--- config.mk ---
export PLATFORM = sky130hd
export DESIGN_NAME = tc_deserializer
export DESIGN_NICKNAME = d
export VERILOG_FILES = /design/src/rtl/tc_pkg.sv /design/src/rtl/tc_serial_cell.sv /design/src/rtl/tc_deserializer.sv
export SDC_FILE = /design/constraint.sdc
export NUM_CORES = 1
export LEC_CHECK = 0
export BUFFER_PORTS_ARGS = -buffer_cell sky130_fd_sc_hd__buf_4
export CORE_ASPECT_RATIO = 1.25
export CORE_UTILIZATION = 45
export DETAILED_ROUTE_END_ITERATION = 16
export PLACE_DENSITY = 0.71
export SLEW_MARGIN = 10
export SYNTH_ARGS = -nofsm -noshare
export SYNTH_HDL_FRONTEND = slang
export SYNTH_HIERARCHICAL = 1
export SYNTH_SLANG_ARGS = --single-unit
--- constraint.sdc ---
create_clock -name t_clock -period 1.75 [get_ports t_clock]
set_input_delay 0.0875 -clock t_clock [delete_from_list [all_inputs] [get_ports t_clock]]
set_output_delay 0.0875 -clock t_clock [all_outputs]
set_load 0.005 [all_outputs]
--- src/rtl/tc_pkg.sv ---
// tc_pkg: shared state encoding, default width and counter sizing for tc_deserializer
package tc_pkg;

    typedef enum logic {IDLE, SHIFT} state_t;

    localparam int TC_WIDTH_DEFAULT = 8;

    function automatic int cnt_w(input int width);
        return width > 1 ? $clog2(width) : 1;
    endfunction

endpackage

--- src/rtl/tc_serial_cell.sv ---
// tc_serial_cell: bit-serial two's-complement cell, pass bits up to the first one, invert after it
module tc_serial_cell (
    input  logic t_clock,
    input  logic r,
    input  logic clr,
    input  logic en,
    input  logic d,
    output logic y
);

    logic seen_one;

    assign y = d ^ (seen_one & ~clr);

    always_ff @(posedge t_clock) begin
        if (r)
            seen_one <= 1'b0;
        else if (en)
            seen_one <= (seen_one & ~clr) | d;
    end

endmodule

--- src/rtl/tc_deserializer.sv ---
// tc_deserializer: frames an LSB-first serial stream into words, optionally re-negating each word
module tc_deserializer
    import tc_pkg::*;
#(
    parameter int WIDTH  = TC_WIDTH_DEFAULT,
    parameter bit NEGATE = 1'b1
) (
    input  logic             t_clock,
    input  logic             r,
    input  logic             i,
    input  logic             i_vld,
    input  logic             i_sof,
    output logic [WIDTH-1:0] q,
    output logic             q_vld,
    output logic             neg,
    output logic             err
);

    localparam int CW = cnt_w(WIDTH);
    localparam logic [CW-1:0] LAST = CW'(WIDTH - 1);

    state_t          state;
    logic [CW-1:0]   cnt;
    logic            accept;
    logic            done;
    logic            y;
    logic            b;
    logic [WIDTH-1:0] word;

    assign accept = i_vld & (i_sof | state == SHIFT);
    assign done   = accept & (i_sof ? WIDTH == 1 : cnt == LAST);
    assign b      = NEGATE ? y : i;

    tc_serial_cell u_cell (
        .t_clock (t_clock),
        .r       (r),
        .clr     (i_sof),
        .en      (accept),
        .d       (i),
        .y       (y)
    );

    // Only the newest WIDTH-1 bits are stored; the arriving bit completes the word.
    if (WIDTH == 1) begin : g_one
        assign word = b;
    end else begin : g_sr
        logic [WIDTH-2:0] sr;
        assign word = {b, sr};
        always_ff @(posedge t_clock) begin
            if (r)
                sr <= '0;
            else if (accept)
                sr <= word[WIDTH-1:1];
        end
    end

    always_ff @(posedge t_clock) begin
        if (r) begin
            state <= IDLE;
            cnt   <= '0;
            q     <= '0;
            neg   <= 1'b0;
            q_vld <= 1'b0;
            err   <= 1'b0;
        end else begin
            q_vld <= done;
            err   <= i_vld & i_sof & (state == SHIFT);
            if (done) begin
                q   <= word;
                neg <= i;
            end
            if (accept) begin
                state <= done ? IDLE : SHIFT;
                cnt   <= done ? '0 : i_sof ? CW'(1) : cnt + CW'(1);
            end
        end
    end

endmodule

==> Word-level counts from Yosys, hierarchy flattened <==
Cells that the tools add are included.
{ "totals": {"reg_bits": 23, "latch_bits": 0, "mem_bits_rw": 0, "mem_bits_ro": 0, "out_inout_bits": 11, "word_cells": 23, "mem_count": 0} }
{ "classes": {"addsub": 1, "n_mul": 0, "div_mod_pow": 0, "magnitude_cmp": 0, "eq_ne": 1, "shifts": 0, "muxes": 4, "bitwise_logic": 9, "n_reduce_logical": 0} }
{ "ops": {"columns": ["cell", "count"], "rows": [
  ["2-to-1 mux 3 bit", 2],
  ["bitwise AND 1 bit", 5],
  ["adder 3 x 1 -> 3 bit, second input constant", 1],
  ["equality test 3 bit, second input constant", 1],
  ["2-to-1 mux 1 bit", 2],
  ["OR 1 bit", 2],
  ["NOT 1 bit", 1],
  ["XOR 1 bit", 1]
]} }

==> Logic depth before layout (Yosys ltp) <==
{ "logic_depth": {"ltp_word": 4, "mapped_depth": 5} }

==> Cells and area by module <==
The synthesis kept the hierarchy.
{ "by_module_without_submodules": {"columns": ["module", "n_inst", "cells_per_inst", "area_each_um2"], "rows": [
  ["tc_deserializer", 1, 91, 934.6],
  ["tc_serial_cell", 1, 6, 55.1]
]} }

==> Worst setup path after synthesis <==
Ideal clock, no wire load.
{ "synth_path": {"path_kind": "reg2reg", "from": "reg cnt[0]", "to": "reg cnt[1]", "t_arrival_ns": 1.281, "t_required_ns": 1.678, "slack_ns": 0.397, "stages_incl_launch_ff": 5, "n_path_buf": 0, "cell_sequence": "dfxtp_1 -> ha_1 -> ha_1 -> or4b_1 -> mux2i_1"} }
{ "synth_between": {"elab_chain_cells": 4, "elab_cells_between_ends": 6, "cone_classes": "add/sub: 1; eq/ne: 1; mux: 3; bitwise: 1"} }
{ "synth_lines": {"columns": ["item", "line_no", "rtl"], "rows": [
  ["from (decl)", "tc_deserializer.sv:23", "logic [CW-1:0] cnt;"],
  ["from (signal assigned)", "tc_deserializer.sv:74", "cnt <= done ? '0 : i_sof ? CW'(1) : cnt + CW'(1);"],
  ["parallel branches: the longest is 3 deep, another holds adder 3 x 1 -> 3 bit", null, null],
  ["2-to-1 mux 3 bit (*)", "tc_deserializer.sv:74", null]
]} }
Mark *: on every way between the ends.
A chain may end at the register's enable or synchronous reset.

==> Worst setup path after layout <==
Same ends and word-level chain as after synthesis.

==> run metrics <==
clk buf depth 2; synth unique cells 23; vias per inst 5.33; die width 43.9 um; clock share of power 0.286; Antenna Violating Nets Remaining 0; post-CTS setup repair buffer count 0; initial antenna violation count 0; # DRC 1; classification of the worst setup path flop to flop; sequential fraction of the synthesis area 0.465; setup_tns 0 ns; CTS tree done; initial core utilization 0.488; sw frac 0.233; max frequency 692 MHz; Cell Rows 18; Syn Inst Count 97; WL/cell 12.6 um; worst r2r src cnt[0]; I/O pin count 16; share of power burned in combinational logic 0.080; CP arrival 1.70 ns; Port-buffer cells 15; TritonCTS Buffers 3; clk_lat worst skew 0.31 ns; fin crit share 0.826; H-Tree Depth 1; Setup Skew 0.0101 ns; HP Start i_sof; Detailed Route WL 1660 um; Cells after DPL 128; Die Span Y 54.4 um; Final Hold Fails 0; NetSw 0.000198 W; via count 703; first-pass detailed-route iteration total 10; largest net degree at the start of global routing 26; Final #Nets 121; critical path peak fanout 5; Pint 0.000652 W; cells on worst reg2reg path 4; first-pass GRT wire length 2860 um; Min-Delay Path Class input pin to flop; CP Capture Type flop; DRT iter0 DRCs 9; Slew HR 0.716; R2R Setup Slk 0.30 ns; reg2reg end cnt[1]; status finished with violations; Peak VDD IR 385 uV; Final setup viols 0; hpwl dp 1150 um; Worst-path clk slew 0.13 ns; sequential share of power 0.634; GR Util All Layers 0.168; leakage 0.452 nW; placeable core area 2030 um2; pwr dens 745 nW/um2; Overflow after GRT 0; Syn Area/Cell 10.2 um2; die footprint 2390 um2; Core Util, Final 0.562; Least-Margin Pin Slew 0.425 ns; Startpoint Class flop; max-cap viol count 0; Final Non-Filler Cells 132; Antenna Cells 0; post-synth net total 105; area delta synth->final 15.2%; Post-Syn Area 990 um2; Synth warnings 6; Slew Limit Fails 0; Sink Count 23; Root Buffer clkbuf_4; violated checks DRC; critical path data required time 2.00 ns; RSZ-0062 raised after global routing false; Final GP Congestion 0.686; post-layout min period 1.45 ns; post-cts sizing count 0; hold depth 2; synthesized flop and latch total 23; Hold Path Sink q_vld; hold_buf cts 0; share of layout cells above drive strength 1 0.214; most common cell after layout, fill and taps aside dfxtp_1; commonest non-fill, non-tap cells in the layout dfxtp_1, buf_4, inv_1; vias in the first global route 674
[critical path: stages, from the launching register on]
cell,delay (ns)
dfxtp_1,0.34
ha_1,0.20
ha_1,0.22
or4b_1,0.51
mux2i_1,0.13
[cells by family after synthesis]
logic type               synth area share
AND/OR/NAND/NOR                     0.212
flip-flops                          0.465
buffers and inverters              0.0759
AO/OA/AOI/OAI                       0.118
multiplexers                       0.0910
adder cells (fa/ha/maj)            0.0379
[layer usage]
| metal | part of all wire | global-route usage | wire [um] |
|---|---|---|---|
| met5 | 0 | 0 | 0 |
| met2 | 0.49 | 0.308 | 811 |
| met1 | 0.48 | 0.190 | 793 |
| met3 | 0.020 | 0.0297 | 33 |
| met4 | 0.011 | 0.0758 | 19 |
[cell type report]
class | instances | area (um2)
sequential | 23 | 460
clock inverter | 1 | 5.00
clock buffer | 3 | 22.5
timing repair buffer | 17 | 128
tap | 20 | 25.0
fill | 187 | 887
multi-input combinational | 56 | 454
inverter | 12 | 45.0
[through the flow]
stage	power [W]	hold slack [ns]	instance area [um2]	setup WS (ns)
after CTS	0.000857	0.0496	1140	0.287
after global routing	0.000892	0.0492	1140	0.214
after global placement	0.000618	0.377	1110	0.352
after detailed placement	0.000619	0.386	1110	0.318
after floorplan	0.000596	0.160	990	0.397
final	0.000850	0.0536	1140	0.304
[cell usage after synthesis, drive strengths merged]
| cell type | instances | area (um2) |
|---|---|---|
| dfxtp | 23 | 460 |
| inv | 12 | 45.0 |
| nand2b | 10 | 62.6 |
| nand3b | 10 | 75.1 |
| mux2i | 9 | 90.1 |
| o32ai | 9 | 78.8 |
| clkbuf | 5 | 18.8 |
| ha | 3 | 37.5 |
| nor2 | 2 | 7.51 |
| or4b | 2 | 20.0 |
| a211oi | 1 | 7.51 |
| a21bo | 1 | 10.0 |
| a21oi | 1 | 5.00 |
| a31oi | 1 | 6.26 |
| and4b | 1 | 10.0 |
| buf | 1 | 11.3 |
| nand2 | 1 | 3.75 |
| nand4bb | 1 | 11.3 |
| nor3 | 1 | 5.00 |
| nor3b | 1 | 7.51 |
| o21ai | 1 | 8.76 |
| or2b | 1 | 7.51 |
[how the worst max path moves through the flow]
stage                       from     end  depth (start not counted)
after floorplan           cnt[0]  cnt[1]                          4
after global placement    cnt[0]  cnt[1]                          4
after detailed placement  cnt[0]  cnt[1]                          4
after CTS                 cnt[0]  cnt[1]                          4
after global routing      cnt[0]    q[5]                          4
final                     cnt[0]  cnt[1]                          4
[sequential cells by signal, summed over array words and instances (netlist names)]
register	count
q_vld	1
state	1
neg	1
q	8
err	1
cnt	3
u_cell/seen_one	1
g_sr.sr	7
[power groups by stage]
| stage | Combinational [W] | Clock (W) | Sequential, W |
|---|---|---|---|
| floorplan | 0.0000466 | 0 | 0.000549 |
| global placement | 0.0000673 | 0 | 0.000551 |
| detailed placement | 0.0000680 | 0 | 0.000551 |
| CTS | 0.0000683 | 0.000250 | 0.000539 |
| global route | 0.0000750 | 0.000277 | 0.000541 |
| finish | 0.0000678 | 0.000243 | 0.000539 |
Power figures use the tool's default switching activity.
